==> config.mk <==
export PLATFORM = sky130hd
export DESIGN_NAME = upstream_word_packer
export DESIGN_NICKNAME = d
export VERILOG_FILES = /design/src/rtl/upstream_word_packer.sv
export SDC_FILE = /design/constraint.sdc
export NUM_CORES = 1
export LEC_CHECK = 0
export BUFFER_PORTS_ARGS = -buffer_cell sky130_fd_sc_hd__buf_2
export CORE_MARGIN = 2
export CORE_UTILIZATION = 40
export CTS_BUF_LIST = sky130_fd_sc_hd__clkbuf_16
export DETAILED_ROUTE_END_ITERATION = 7
export GPL_TIMING_DRIVEN = 0
export PLACE_DENSITY = 0.66
export SYNTH_ARGS = -nofsm -noshare
export SYNTH_HDL_FRONTEND = slang
export SYNTH_SLANG_ARGS = --single-unit
==> constraint.sdc <==
create_clock -name clk -period 3 [get_ports clk]
set_clock_uncertainty 0.05 [all_clocks]
set_input_delay 0.45 -clock clk [delete_from_list [all_inputs] [get_ports clk]]
set_output_delay 0.45 -clock clk [all_outputs]
set_load 0.03 [all_outputs]
==> src/rtl/upstream_word_packer.sv <==
`timescale 1ns/1ps
// upstream_word_packer
// Merges BD output words and FPGA report words into tagged 32-bit upstream
// words for the PipeOut FIFO. Output is grouped into BLOCK_WORDS-word blocks.
// A partial block that goes idle for TIMEOUT cycles, or that sees a flush
// request, is completed with nop words.
//
// Ports:
//   clk, reset_n          system clock, async active-low reset
//   bd_data/valid/ready   21-bit BD word input (ready/valid)
//   fpga_code/payload/valid/ready  FPGA report input (ready/valid)
//   flush                 single-cycle request to pad the current partial block
//   out_data/valid/ready  32-bit upstream word output (ready/valid)
//   nop_count             saturating count of nops emitted since reset
//
// state  | meaning
// -------+-------------------------------------------------------------
// IDLE   | at a block boundary (word_idx==0), nothing pending, timer held 0
// FILL   | partial block open, timer measures idle cycles
// PAD    | emitting nops until the current block is complete
module upstream_word_packer #(
  parameter int BLOCK_WORDS = 4,
  parameter int TIMEOUT     = 256,
  parameter int TW          = 9
) (
  input  logic        clk,
  input  logic        reset_n,
  input  logic [20:0] bd_data,
  input  logic        bd_valid,
  output logic        bd_ready,
  input  logic [5:0]  fpga_code,
  input  logic [23:0] fpga_payload,
  input  logic        fpga_valid,
  output logic        fpga_ready,
  input  logic        flush,
  output logic [31:0] out_data,
  output logic        out_valid,
  input  logic        out_ready,
  output logic [15:0] nop_count
);

  localparam int          IW       = (BLOCK_WORDS > 1) ? $clog2(BLOCK_WORDS) : 1;
  localparam logic [31:0] NOP_WORD = {2'b10, 6'd63, 24'd1};

  typedef enum logic [1:0] {S_IDLE, S_FILL, S_PAD} state_t;

  state_t          state_q, state_d;
  logic [IW-1:0]   word_idx_q, word_idx_d;
  logic [TW-1:0]   timer_q, timer_d;
  logic            rr_q, rr_d;          // 0: BD preferred, 1: FPGA preferred
  logic [15:0]     nop_count_q, nop_count_d;
  logic            out_valid_q, out_valid_d;
  logic [31:0]     out_data_q, out_data_d;

  logic load, grant_bd, grant_fpga, grant, load_nop, word_load, block_done;

  always_comb begin
    load       = !out_valid_q || out_ready;
    grant_bd   = 1'b0;
    grant_fpga = 1'b0;
    if (load && state_q != S_PAD) begin
      if (!rr_q) begin
        if (bd_valid)        grant_bd   = 1'b1;
        else if (fpga_valid) grant_fpga = 1'b1;
      end else begin
        if (fpga_valid)      grant_fpga = 1'b1;
        else if (bd_valid)   grant_bd   = 1'b1;
      end
    end
    grant      = grant_bd || grant_fpga;
    load_nop   = load && (state_q == S_PAD);
    word_load  = grant || load_nop;
    block_done = word_load && (word_idx_q == IW'(BLOCK_WORDS - 1));
  end

  always_comb begin
    state_d     = state_q;
    word_idx_d  = word_idx_q;
    timer_d     = timer_q;
    rr_d        = rr_q;
    nop_count_d = nop_count_q;
    out_valid_d = out_valid_q;
    out_data_d  = out_data_q;

    if (load) begin
      out_valid_d = word_load;
      if (grant_bd)        out_data_d = {2'b01, 9'd0, bd_data};
      else if (grant_fpga) out_data_d = {2'b10, fpga_code, fpga_payload};
      else if (load_nop)   out_data_d = NOP_WORD;
    end

    // BLOCK_WORDS is a power of two, so the index wraps naturally.
    if (word_load) word_idx_d = word_idx_q + IW'(1);
    if (grant)     rr_d       = grant_bd;
    if (load_nop && nop_count_q != 16'hFFFF) nop_count_d = nop_count_q + 16'd1;

    case (state_q)
      S_IDLE: begin
        timer_d = '0;
        if (grant) state_d = S_FILL;
      end
      S_FILL: begin
        if (grant) begin
          // A coincident flush still lets the grant through first.
          timer_d = '0;
          if (block_done) state_d = S_IDLE;
          else if (flush) state_d = S_PAD;
        end else if (flush) begin
          timer_d = '0;
          state_d = S_PAD;
        end else if (load) begin
          // Only idle cycles with a free output stage count toward timeout.
          if (timer_q == TW'(TIMEOUT - 1)) begin
            timer_d = '0;
            state_d = S_PAD;
          end else begin
            timer_d = timer_q + TW'(1);
          end
        end
      end
      S_PAD: begin
        timer_d = '0;
        if (block_done) state_d = S_IDLE;
      end
      default: state_d = S_IDLE;
    endcase
  end

  always_ff @(posedge clk or negedge reset_n) begin
    if (!reset_n) begin
      state_q     <= S_IDLE;
      word_idx_q  <= '0;
      timer_q     <= '0;
      rr_q        <= 1'b0;
      nop_count_q <= '0;
      out_valid_q <= 1'b0;
      out_data_q  <= '0;
    end else begin
      state_q     <= state_d;
      word_idx_q  <= word_idx_d;
      timer_q     <= timer_d;
      rr_q        <= rr_d;
      nop_count_q <= nop_count_d;
      out_valid_q <= out_valid_d;
      out_data_q  <= out_data_d;
    end
  end

  assign bd_ready   = grant_bd;
  assign fpga_ready = grant_fpga;
  assign out_data   = out_data_q;
  assign out_valid  = out_valid_q;
  assign nop_count  = nop_count_q;

`ifndef SYNTHESIS
  // Code 63 is reserved for nop; a source sending it would be forwarded as-is.
  a_no_reserved_code: assert property (@(posedge clk) disable iff (!reset_n)
    !(fpga_valid && fpga_ready && fpga_code == 6'd63))
    else $error("reserved fpga_code 63 accepted from source");
`endif

endmodule
==> run_results.csv <==
group,metric,value,unit
sta,finalCritPeriodShare,84.1,%
power,power_density,947,nW/um^2
synthesis,ys_warn_count,0,
power,combPwrFrac,40.5,%
synthesis,synth_seq_cells,63,
synthesis,netlist_area,3120,sq um
cts,cts.clk_slew.worst_paths,0.05,ns
synthesis,synth_commonest_cells,"dfrtp_1, a22o_1, a21o_1, xnor2_1, nor2_1",
placed_design,globalplace.congestion,0.764,
detailed_routing,ant_nets,0,
cts,cts_buffers,9,
synthesis,postSynth.asyncResetShare,100,%
global_routing,grt_overflow,0,
sta,grt_setup_unrepaired,"no",
setup_path,cp.required,2.50,ns
synthesis,ys.flop_type,"dfrtp_1",
sta,finalSetupViolCount,0,
finish,num_antenna_cells,0,
finish,syn2layout_area_growth,30.3,%
min_path,hp-class,"in2async",
die,core,7650,sq um
synthesis,synth_area_leaders,"dfrtp_1, a22o_1, a21o_1",
sta,tightest_slew,0.790,ns
placed_design,place_hpwl,5.24,mm
synthesis,syn_area_per_cell,11.6,sq um
sta,finalSetupTns,0,ns
die,die_y,92.3,um
detailed_routing,wl_per_cell,14.7,um
die,die_w,92.3,um
status,status,"complete, no violations",
cts,cts_root_buf,"clkbuf_16",
detailed_routing,viasPerCell,5.13,
die,num_rows,32,
power,p_int,2.32,mW
sta,finalHoldViolations,0,
global_routing,grt_start_max_net_pins,64,
setup_path,critical_path.max_fanout,10,
synthesis,syn_nets,329,
synthesis,netlist_instances,269,
cts,post_cts_resized,0,
cts,cts_tree,"built",
power,power_switching,1.53,mW
synthesis,synth_edf_count,0,
global_routing,grt_util_all_layers,18.2,%
placed_design,pre_cts_slack,0.736,ns
cts,clkLatencyLatePin,0.32,ns
power,vdd_drop_max,0.553,mV
setup_path,cp-end-kind,"output port",
power,clkPwrFrac,25.5,%
detailed_routing,drt_first_pass_iters,4,
setup_path,start_kind,"register",
power,seqPwrFrac,34.0,%
cts,cts_setup_buffers,0,
detailed_routing,drc,0,
sta,finalCriticalPeriod,2.52,ns
cts,htreeDepth,3,
power,switching_share,39.7,%
die,die-area,8520,sq um
synthesis,yosysTopAreaCellShare,50.5,%
synthesis,yosysMostFrequentCell,"dfrtp_1",
finish,drive_above_1_share,38.9,%
die,initial_utilization,40.8,%
detailed_routing,routed_wl,7.23,mm
setup_path,critPathKind,"reg2out",
job,cap_violations,0,
finish,fin_nets,447,
synthesis,post-synth-top-area-cell,"dfrtp_1",
detailed_routing,dr.first_iter.drc_count,102,
synthesis,ys_types,47,
cts,max-clock-path-buffers,2,
finish,fin_util,53.2,%
sta,relSlewSlack,47.3,%
cts,cts_sinks,63,
detailed_routing,vias,2527,
power,cellLeakagePower,2.11,nW
setup_path,critPathArrivalTime,2.02,ns
global_routing,grt_antenna_before_repair,0,
placed_design,port_buffers,107,
sta,worst_slack,0.478,ns
die,io_pins,108,
sta,max_freq,397,MHz
global_routing,grt_first_pass_wirelength,12.3,mm
synthesis,synth-seq-area-share,50.5,%
sta,slew_violations,0,
cts,holdBufCountCts,0,
global_routing,grt_pass1_vias,2512,
layout by cell type (no fill, tap or decap), drive strengths merged, types with 2 or more instances in the layout:
cell      n
nand4     8
and4      3
inv       6
clkinv    3
nor2     15
and2      3
a21oi     3
a22o     28
ha        3
o211ai    6
o31ai     2
mux2      3
dfrtp    63
buf     119
and3      9
a21o     22
nor3b     4
nand2b    4
nor2b     4
nand2     7
nand3     9
o21ai    10
nor3     18
xnor2    15
clkbuf   10
area by class of cell:
type                       count  area [sq um]
clock buffer                   9           225
inverter                       5          21.3
clock inverter                 6          53.8
tap                          102           128
buffer                        13           111
sequential                    63          1580
timing repair buffer         107           538
multi-input combinational    188          1410
fill                         712          3580
final timing paths:
| check | start | to | slack (ns) | cells after the start |
|---|---|---|---|---|
| setup / recovery | state_q[1] | bd_ready | 0.48 | 6 |
| hold / removal | reset_n | timer_q[5] | 0.15 | 1 |
| setup reg to reg | timer_q[0] | timer_q[7] | 1.18 | 5 |
| hold reg to reg | out_data[3] | out_data[3] | 0.42 | 1 |
| max in group asynchronous | reset_n | nop_count[13] | 2.21 | 1 |
| min in group clk | fpga_payload[22] | out_data[22] | 0.31 | 2 |
state kept, by name (all words and copies together), names as in the netlist:
register	count
nop_count	16
out_data	32
out_valid	1
rr_q	1
state_q	2
timer_q	9
word_idx_q	2
through the flow:
stage	hold WS, ns	std cells	instance area [sq um]	power (mW)
6_report	0.151	493	4070	3.85
3_5_place_dp	0.409	478	3790	2.89
3_3_place_gp	0.404	478	3780	2.86
2_1_floorplan	0.104	269	3120	2.42
4_1_cts	0.206	493	4070	3.89
5_1_grt	0.251	493	4070	4.06
kinds of logic (layout without fill, tap and decap cells):
kind of cell,after synthesis,in the layout,synth area share (%)
AOI/OAI and AO/OA,79,79,20.4
muxes,4,4,1.40
and+or+nand+nor,87,87,18.0
DFF,63,63,50.5
xor gates and xnor gates,15,15,4.21
adders and majority gates,3,3,1.20
buffers and inverters,18,140,4.25
metal layers:
layer  up-vias  wire (um)  track usage [%]
met5         -          0                0
met4         0        134             7.71
met3        10        529             5.21
met2        95       3240             27.9
met1      1181       3320             24.0
li1       1241          -                -
worst max-delay path: stages (launching register included):
cell and delay [ns]:
dfrtp_1 0.37, buf_6 0.14, nor2b_4 0.14, a2111oi_4 0.46, buf_6 0.21, buf_6 0.16, buf_2 0.21
power groups by stage:
stage | registers (mW) | logic [mW] | clock network [mW]
6_report | 1.31 | 1.56 | 0.981
5_1_grt | 1.34 | 1.68 | 1.04
4_1_cts | 1.31 | 1.58 | 1.00
3_5_place_dp | 1.31 | 1.58 | 0
3_3_place_gp | 1.30 | 1.56 | 0
2_1_floorplan | 1.78 | 0.637 | 0
No activity file was read; power rests on OpenSTA's default activity.
